[config.mk]
export PLATFORM = sky130hd
export DESIGN_NAME = dmem_port_arbiter
export DESIGN_NICKNAME = d
export VERILOG_FILES = /design/src/rtl/dmem_port_arbiter.sv
export SDC_FILE = /design/constraint.sdc
export NUM_CORES = 1
export LEC_CHECK = 0
export ABC_AREA = 1
export CAP_MARGIN = 40
export CORE_MARGIN = 2
export CORE_UTILIZATION = 40
export DETAILED_ROUTE_END_ITERATION = 8
export DONT_BUFFER_PORTS = 1
export PLACE_DENSITY_LB_ADDON = 0.12
export SYNTH_ARGS = -nofsm -noshare
export SYNTH_HDL_FRONTEND = slang
export SYNTH_SLANG_ARGS = --single-unit
[constraint.sdc]
create_clock -name clk -period 2.2 [get_ports clk]
set_clock_uncertainty 0.2 [all_clocks]
set_input_delay 0.44 -clock clk [delete_from_list [all_inputs] [get_ports clk]]
set_output_delay 0.44 -clock clk [all_outputs]
set_load 0.01 [all_outputs]
[src/rtl/dmem_port_arbiter.sv]
// dmem_port_arbiter
//   Shares the cached data-memory command port between two requesters.
//   Requester 0 is the load/store unit. Requester 1 is a secondary master.
//   The block accepts one request at a time. It issues a single-cycle
//   MemRead or MemWrite, waits out Stall, then returns rdata and a
//   one-cycle done pulse to the winner. Contested grants alternate
//   round-robin.
//
// Ports
//   clk, rst                  rising-edge clock, async active-low reset
//   reqN_valid/we/addr/wdata  request from port N, held until reqN_ready
//   reqN_ready                combinational accept, only in IDLE
//   reqN_done                 one-cycle completion pulse to the winner
//   rdata                     data of the last completed read
//   busy                      high whenever a transaction is in flight
//   MemRead/MemWrite          one-cycle command pulses to the memory system
//   WordAddress/DataIn        command address/data, held until next grant
//   Stall, DataOut            memory system busy flag and read data
//   err                       watchdog abort flag (MEM_WATCHDOG_EN only)
//
// Build option
//   MEM_WATCHDOG_EN  aborts a WAIT that stalls for WD_CYCLES cycles.
//                    The done pulse then carries err=1 and rdata=0.
//
// state | meaning
// ------+---------------------------------------------------------------
// IDLE  | no transaction; arbitrate and grant in the same cycle
// ISSUE | drive MemRead or MemWrite for exactly one cycle
// WAIT0 | memory registers Stall one cycle late, so Stall is ignored here
// WAIT  | hold while Stall=1; capture DataOut for reads when Stall drops
// DONE  | pulse the winner's done (and err after a watchdog abort)
module dmem_port_arbiter #(
  parameter int ADDR_W    = 10,
  parameter int DATA_W    = 32,
  parameter int WD_CYCLES = 64
) (
  input  logic              clk,
  input  logic              rst,
  input  logic              req0_valid,
  input  logic              req0_we,
  input  logic [ADDR_W-1:0] req0_addr,
  input  logic [DATA_W-1:0] req0_wdata,
  output logic              req0_ready,
  output logic              req0_done,
  input  logic              req1_valid,
  input  logic              req1_we,
  input  logic [ADDR_W-1:0] req1_addr,
  input  logic [DATA_W-1:0] req1_wdata,
  output logic              req1_ready,
  output logic              req1_done,
  output logic [DATA_W-1:0] rdata,
  output logic              busy,
  output logic              MemRead,
  output logic              MemWrite,
  output logic [ADDR_W-1:0] WordAddress,
  output logic [DATA_W-1:0] DataIn,
  input  logic              Stall,
  input  logic [DATA_W-1:0] DataOut
`ifdef MEM_WATCHDOG_EN
  ,
  output logic              err
`endif
);

  typedef enum logic [2:0] {
    stIdle,
    stIssue,
    stWait0,
    stWait,
    stDone
  } stateT;

  stateT state, nextState;
  logic  lastGrant;
  logic  winner;
  logic  latWe;
  logic  grantNow;
  logic  grantPort;
  logic  wdExpire;

  // A watchdog limit of zero would make the abort compare meaningless.
  if (WD_CYCLES < 1) begin : gBadWdCycles
    $error("dmem_port_arbiter: WD_CYCLES must be at least 1");
  end

`ifdef MEM_WATCHDOG_EN
  localparam int WD_W = (WD_CYCLES > 255) ? $clog2(WD_CYCLES + 1) : 8;
  localparam logic [WD_W-1:0] WD_LAST = WD_W'(WD_CYCLES - 1);

  logic [WD_W-1:0] wdCnt;
  logic            errQ;

  // The abort fires on the stalled WAIT cycle that brings the count to WD_CYCLES.
  assign wdExpire = (state == stWait) && Stall && (wdCnt == WD_LAST);
  assign err      = errQ;

  always_ff @(posedge clk or negedge rst) begin
    if (!rst) begin
      wdCnt <= '0;
      errQ  <= 1'b0;
    end else begin
      // WAIT is only ever entered from WAIT0, so clearing there clears on entry.
      if (state == stWait0) begin
        wdCnt <= '0;
      end else if (state == stWait && Stall) begin
        wdCnt <= wdCnt + 1'b1;
      end
      errQ <= wdExpire;
    end
  end
`else
  assign wdExpire = 1'b0;
`endif

  always_comb begin
    nextState  = state;
    grantNow   = 1'b0;
    grantPort  = 1'b0;
    unique case (state)
      stIdle: begin
        // The rst term keeps ready low while reset is asserted with valid high.
        if (rst && (req0_valid || req1_valid)) begin
          grantNow  = 1'b1;
          grantPort = (req0_valid && req1_valid) ? ~lastGrant : req1_valid;
          nextState = stIssue;
        end
      end
      stIssue: nextState = stWait0;
      stWait0: nextState = stWait;
      stWait: begin
        if (!Stall || wdExpire) begin
          nextState = stDone;
        end
      end
      stDone:  nextState = stIdle;
      default: nextState = stIdle;
    endcase
  end

  assign req0_ready = grantNow && !grantPort;
  assign req1_ready = grantNow && grantPort;
  assign req0_done  = (state == stDone) && !winner;
  assign req1_done  = (state == stDone) && winner;
  assign busy       = (state != stIdle);
  assign MemRead    = (state == stIssue) && !latWe;
  assign MemWrite   = (state == stIssue) && latWe;

  always_ff @(posedge clk or negedge rst) begin
    if (!rst) begin
      state       <= stIdle;
      lastGrant   <= 1'b1;
      winner      <= 1'b0;
      latWe       <= 1'b0;
      WordAddress <= '0;
      DataIn      <= '0;
      rdata       <= '0;
    end else begin
      state <= nextState;
      if (grantNow) begin
        lastGrant   <= grantPort;
        winner      <= grantPort;
        latWe       <= grantPort ? req1_we : req0_we;
        WordAddress <= grantPort ? req1_addr : req0_addr;
        DataIn      <= grantPort ? req1_wdata : req0_wdata;
      end
      if (state == stWait && !Stall && !latWe) begin
        rdata <= DataOut;
      end else if (wdExpire) begin
        rdata <= '0;
      end
    end
  end

endmodule
==> results of run 1 <==
[layout make-up]
cell class                 instances  area [um^2]
clock buffer                      11        131.4
clock inverter                     5        81.33
fill                             860         4823
inverter                           8        30.03
multi-input combinational        296         1430
sequential                        80         2004
tap                              108        135.1
timing repair buffer              15        127.6
[worst register-to-register path: cells and delay by family (launching register included)]
kind | cells | cell delay (ns)
flip-flops | 1 | 0.54
buffers and inverters | 2 | 0.34
AND/OR/NAND/NOR | 4 | 0.45
[power by group through the flow]
stage / Sequential (mW) / Combinational [mW] / Clock (mW)
floorplan: 2.79 / 1.27 / 0
global placement: 2.97 / 1.48 / 0
detailed placement: 2.95 / 1.54 / 0
CTS: 2.94 / 1.53 / 1.20
global route: 3.01 / 1.76 / 1.27
finish: 2.92 / 1.53 / 1.17
[how the worst max path moves through the flow]
stage                  start    endpoint  slack [ns]  cells after the start
finish              state[1]  req1_ready        0.15                      6
global route        state[1]  req1_ready       0.008                      6
CTS                 state[2]  req0_ready        0.02                      5
detailed placement  state[2]  req0_ready        0.41                      5
global placement    state[2]  req1_ready        0.44                      6
floorplan           state[2]  req1_ready        0.38                      6
[routing by layer]
metal | wire length, um | share of wire | vias to the layer above | global-route usage
met5 | 0 | 0 | - | 0
met4 | 155 | 0.017 | 0 | 0.08008
met3 | 857 | 0.092 | 15 | 0.05552
met2 | 4530 | 0.48 | 143 | 0.3004
met1 | 3797 | 0.41 | 1351 | 0.2312
li1 | - | - | 1379 | -
[cell families after synthesis]
group | synth area share
and+or+nand+nor | 0.3890
DFF | 0.5521
buffers and inverters | 0.05517
AOI/OAI and AO/OA | 0.003792
[flip-flops by register name, indices dropped and copies added, names as in the netlist]
name and count:
DataIn 32, WordAddress 10, lastGrant 1, latWe 1, rdata 32, state 3
winner 1
[per-stage QoR]
step                      utilization  instance area (um^2)  worst slack, ns
after floorplan                     -                  3628           0.3753
after global placement         0.4229                  3706           0.4376
after detailed placement       0.4229                  3706           0.4101
final                          0.4496                  3940           0.1459
after global routing           0.4496                  3940         0.007887
after CTS                      0.4483                  3929          0.01987
[synthesized netlist by cell type]
| cell type | count |
|---|---|
| buf_6 | 2 |
| nand2_1 | 111 |
| nor3_4 | 1 |
| dfstp_2 | 1 |
| buf_1 | 3 |
| o21ai_2 | 1 |
| nand3_2 | 10 |
| buf_4 | 4 |
| buf_2 | 13 |
| nor4_1 | 1 |
| inv_1 | 6 |
| nand2_4 | 1 |
| dfrtp_1 | 79 |
| nor2_1 | 11 |
| clkbuf_1 | 7 |
| nor2_4 | 1 |
| nor2_8 | 1 |
| nand3_1 | 155 |
| nand2_2 | 2 |
| o21ai_0 | 1 |
| buf_8 | 1 |
| inv_2 | 2 |
[what timing repair did]
item / 4_1_cts / 5_1_grt
hold endpoints to repair: 81 / 80
gates resized for setup: 0 / 2
buffers inserted: 0 / 1
setup endpoints to repair: 0 / 2
==> results.json, run 1 <==
{
  "layoutNonFillerInstCount": 523,
  "grt_max_degree": 82,
  "path_cells": "inv_2 -> nand2_4 -> inv_1 -> nand2_2 -> nor2_1 -> buf_4",
  "slowest_delay_ns": 0.41,
  "ctsHoldBuffers": 1,
  "antenna_cells": 0,
  "r2r-end": "DataIn[9]",
  "ys_seq_elements": 80,
  "startpoint_type": "flop",
  "wl_per_cell_um": 17.86,
  "fp.dieH_um": 99.24,
  "swShare": 0.4064,
  "vdd_drop_max_uv": 512.1,
  "die-width_um": 99.24,
  "root_buffer": "clkbuf_8",
  "tightest_slew_ns": 0.4935,
  "timing.slew.headroom": 0.6710,
  "synth_top_area_cell": "dfrtp_1",
  "crit_type": "reg2out",
  "first_pass_iters": 4,
  "tns_ns": 0,
  "cp_num_buf_inv": 3,
  "critPathMaxFanout": 5,
  "whs_ns": -0.4203,
  "grtUsageTotal": 0.1856,
  "period_share": 0.9337,
  "finalNetCount": 533,
  "status": "finished with violations",
  "reg2reg_setup_slack_ns": 0.56,
  "syn_nets": 537,
  "rsz0062_at_grt": "no",
  "routabilityCongestion": 0.7434,
  "synth_top_area_frac": 0.5448,
  "grt_first_pass_wirelength_mm": 14.50,
  "power_density_mw_per_mm2": 1426,
  "antenna_found_initial": 0,
  "initialDrtViolationCount": 89,
  "yosys-top-cells-area": "dfrtp_1 54%, nand3_1 21%, nand2_1 11%, nand3_2 2.8%, buf_2 1.8%",
  "synthCells": 414,
  "power_frac_comb": 0.272,
  "io_pins": 204,
  "wl_mm": 9.341,
  "placed_cells": 505,
  "vias": 2888,
  "remaining_drc_errors": 0,
  "cts.htree.levels": 3,
  "crit_family": "flip-flops",
  "yosysSeqAreaShare": 0.5521,
  "max_cap_violations": 0,
  "reg2reg_from": "lastGrant",
  "drv_slew": 0,
  "worst-r2r-cell-count": 6,
  "pwr-share-clk": 0.208,
  "rows": 34,
  "syn_to_final_growth_pct": 8.586,
  "hold_path_class": "in2async",
  "start_util": 0.4140,
  "final_cell_mix": "155 x nand3_1, 111 x nand2_1, 78 x dfrtp_1, 13 x buf_4, 10 x nand3_2",
  "pwr-share-seq": 0.520,
  "clk_pin_slew_worst_paths_ns": 0.08,
  "vias_per_cell": 5.522,
  "violations": "hold timing",
  "cts_tree": "built",
  "p_int_mw": 3.334,
  "overflow": 0,
  "power.leakage_nw": 1.912,
  "required_ns": 1.56,
  "hold_viol": 80,
  "coreArea_mm2": 0.008763,
  "p_total_mw": 5.617,
  "yosysWarnings": 0,
  "fmaxAchievable_mhz": 486.8,
  "cts_buffer_depth": 2,
  "fin_crit_ns": 2.054,
  "setup_violations": 0,
  "synth_cell_types": 22,
  "avgSynthCellArea_um2": 8.764,
  "ant_nets": 0,
  "p_sw_mw": 2.282,
  "dp_hpwl_mm": 6.529,
  "synth_area_mm2": 0.003628,
  "grt_pass1_vias": 2882,
  "mostFrequentLayoutCell": "nand3_1",
  "die_area_mm2": 0.009849,
  "arrival_ns": 1.41,
  "cts.sinks": 80,
  "clock_latency_ns": 0.34,
  "cp-end-kind": "output port",
  "layout-drive-gt1-share": 0.1229,
  "cts_made_buffers": 9,
  "portBuffers": 0,
  "critPathSlowestCell": "dfrtp_1"
}
No activity file was read; power rests on OpenSTA's default activity.
==> inputs of run 2 (changes only) <==
Settings changed: SKIP_LAST_GASP set to 1.
==> results of run 2 <==
The final DEF is identical to that of run 1; final timing and power are the same.
==> inputs of run 3 (changes only) <==
Settings changed: CTS_BUF_LIST set to sky130_fd_sc_hd__clkbuf_8 sky130_fd_sc_hd__clkbuf_16.
==> results.json, run 3 (synthesis gave the netlist of run 1 again) <==
{
  "status": "finished with violations",
  "violations": "hold timing",
  "portBuffers": 0,
  "io_pins": 204,
  "fin_crit_ns": 2.052,
  "setup_violations": 0,
  "hold_viol": 80,
  "critPathSlowestCell": "dfrtp_1",
  "p_int_mw": 3.325,
  "crit_type": "reg2out",
  "crit_cells": 6,
  "timing.slew.headroom": 0.6713,
  "hold_path_class": "in2async",
  "r2r-end": "DataIn[9]",
  "vias_per_cell": 5.522,
  "wl_per_cell_um": 17.87,
  "wl_mm": 9.347,
  "syn_to_final_growth_pct": 8.586,
  "routabilityCongestion": 0.7434,
  "reg2reg_setup_slack_ns": 0.55,
  "reg.largest.list": "DataIn: 32 flops, rdata: 32 flops, WordAddress: 10 flops",
  "rsz0062_at_grt": "no",
  "path_cells": "inv_2 -> nand2_4 -> inv_1 -> nand2_2 -> nor2_1 -> buf_4",
  "cts_tree": "built",
  "whs_ns": -0.4201,
  "n_fill_cell": 860,
  "cts_buffer_depth": 2,
  "power_density_mw_per_mm2": 1423,
  "grt_pass1_vias": 2882,
  "ant_nets": 0,
  "pwr-share-clk": 0.207,
  "antenna_cells": 0,
  "fmaxAchievable_mhz": 487.4,
  "max_cap_violations": 0,
  "startpoint_type": "flop",
  "clock_latency_ns": 0.34,
  "overflow": 0,
  "grt_first_pass_wirelength_mm": 14.50,
  "vias": 2888,
  "antenna_found_initial": 0,
  "reg2reg_from": "lastGrant",
  "endpoint": "req1_ready",
  "cts.sinks": 80,
  "grtUsageTotal": 0.1856,
  "crit_family": "flip-flops",
  "post-place-ws_ns": 0.4101,
  "arrival_ns": 1.41,
  "cp-end-kind": "output port",
  "crit_path_start": "state[1]",
  "p_sw_mw": 2.283,
  "cts.htree.levels": 3,
  "power_frac_comb": 0.272,
  "drv_slew": 0,
  "fp.dieH_um": 99.24,
  "cts_made_buffers": 9,
  "power.leakage_nw": 1.921,
  "tns_ns": 0,
  "ctsHoldBuffers": 1,
  "worst-r2r-cell-count": 6,
  "die-width_um": 99.24,
  "mostFrequentLayoutCell": "nand3_1",
  "clk_pin_slew_worst_paths_ns": 0.08,
  "tightest_slew_ns": 0.4930,
  "worst_slack_ns": 0.1483,
  "cp_num_buf_inv": 3,
  "required_ns": 1.56,
  "start_util": 0.4140,
  "finalNetCount": 533,
  "swShare": 0.4071,
  "pwr-share-seq": 0.521,
  "vdd_drop_max_uv": 511.9,
  "coreArea_mm2": 0.008763,
  "final_cell_mix": "155 x nand3_1, 111 x nand2_1, 78 x dfrtp_1, 13 x buf_4, 10 x nand3_2",
  "slowest_delay_ns": 0.41,
  "initialDrtViolationCount": 88,
  "die_area_mm2": 0.009849,
  "root_buffer": "clkbuf_8",
  "period_share": 0.9326,
  "rows": 34,
  "critPathMaxFanout": 5,
  "grt_max_degree": 82,
  "first_pass_iters": 4,
  "dp_hpwl_mm": 6.529,
  "remaining_drc_errors": 0,
  "layout-drive-gt1-share": 0.1229
}
==> run 3: layout make-up <==
| cell class | count | area [um^2] | area share |
|---|---|---|---|
| sequential | 80 | 2004 | 0.5087 |
| multi-input combinational | 296 | 1430 | 0.3630 |
| tap | 108 | 135.1 | 0.03430 |
| timing repair buffer | 15 | 127.6 | 0.03239 |
| clock buffer | 9 | 123.9 | 0.03144 |
| clock inverter | 7 | 88.84 | 0.02255 |
| inverter | 8 | 30.03 | 0.007621 |
==> run 3: routing by layer <==
metal,global-route usage,share of wire,vias to the layer above
li1,-,-,1379
met1,0.2312,0.41,1349
met2,0.3004,0.48,143
met3,0.05552,0.091,17
met4,0.08008,0.019,0
met5,0,0,-
==> run 3: power groups by stage <==
| stage | clock network (mW) | registers (mW) | logic [mW] |
|---|---|---|---|
| floorplan | 0 | 2.79 | 1.27 |
| global placement | 0 | 2.97 | 1.48 |
| detailed placement | 0 | 2.95 | 1.54 |
| CTS | 1.19 | 2.94 | 1.53 |
| global route | 1.26 | 3.01 | 1.76 |
| finish | 1.16 | 2.92 | 1.53 |
==> run 3: repair_timing <==
item,CTS,global route
gates resized for setup,0,2
setup endpoints to repair,0,2
endpoints found under the hold margin,81,80
buffers inserted,0,1
==> run 3: worst register-to-register path: cells and delay by family (launching register included) <==
family / cells / cell delay (ns)
buffers and inverters: 2 / 0.34
DFF: 1 / 0.53
and+or+nand+nor: 4 / 0.45
==> run 3: per-stage QoR <==
step	std cells	hold slack, ns	power (mW)	util	instance area (um^2)
CTS	522	-0.4391	5.661	0.4483	3929
finish	523	-0.4201	5.608	0.4496	3940
global route	523	-0.4490	6.021	0.4496	3940
floorplan	414	-0.05559	4.057	-	3628
global placement	505	-0.05396	4.445	0.4229	3706
detailed placement	505	-0.05393	4.486	0.4229	3706
==> run 3: worst min-delay path by stage <==
stage                       to  cells after the start  slack, ns  start
CTS                 DataIn[29]                      0      -0.44    rst
finish               rdata[11]                      0      -0.42    rst
detailed placement   rdata[11]                      0      -0.05    rst
floorplan            DataIn[0]                      0      -0.06    rst
global placement     rdata[11]                      0      -0.05    rst
global route         rdata[11]                      0      -0.45    rst
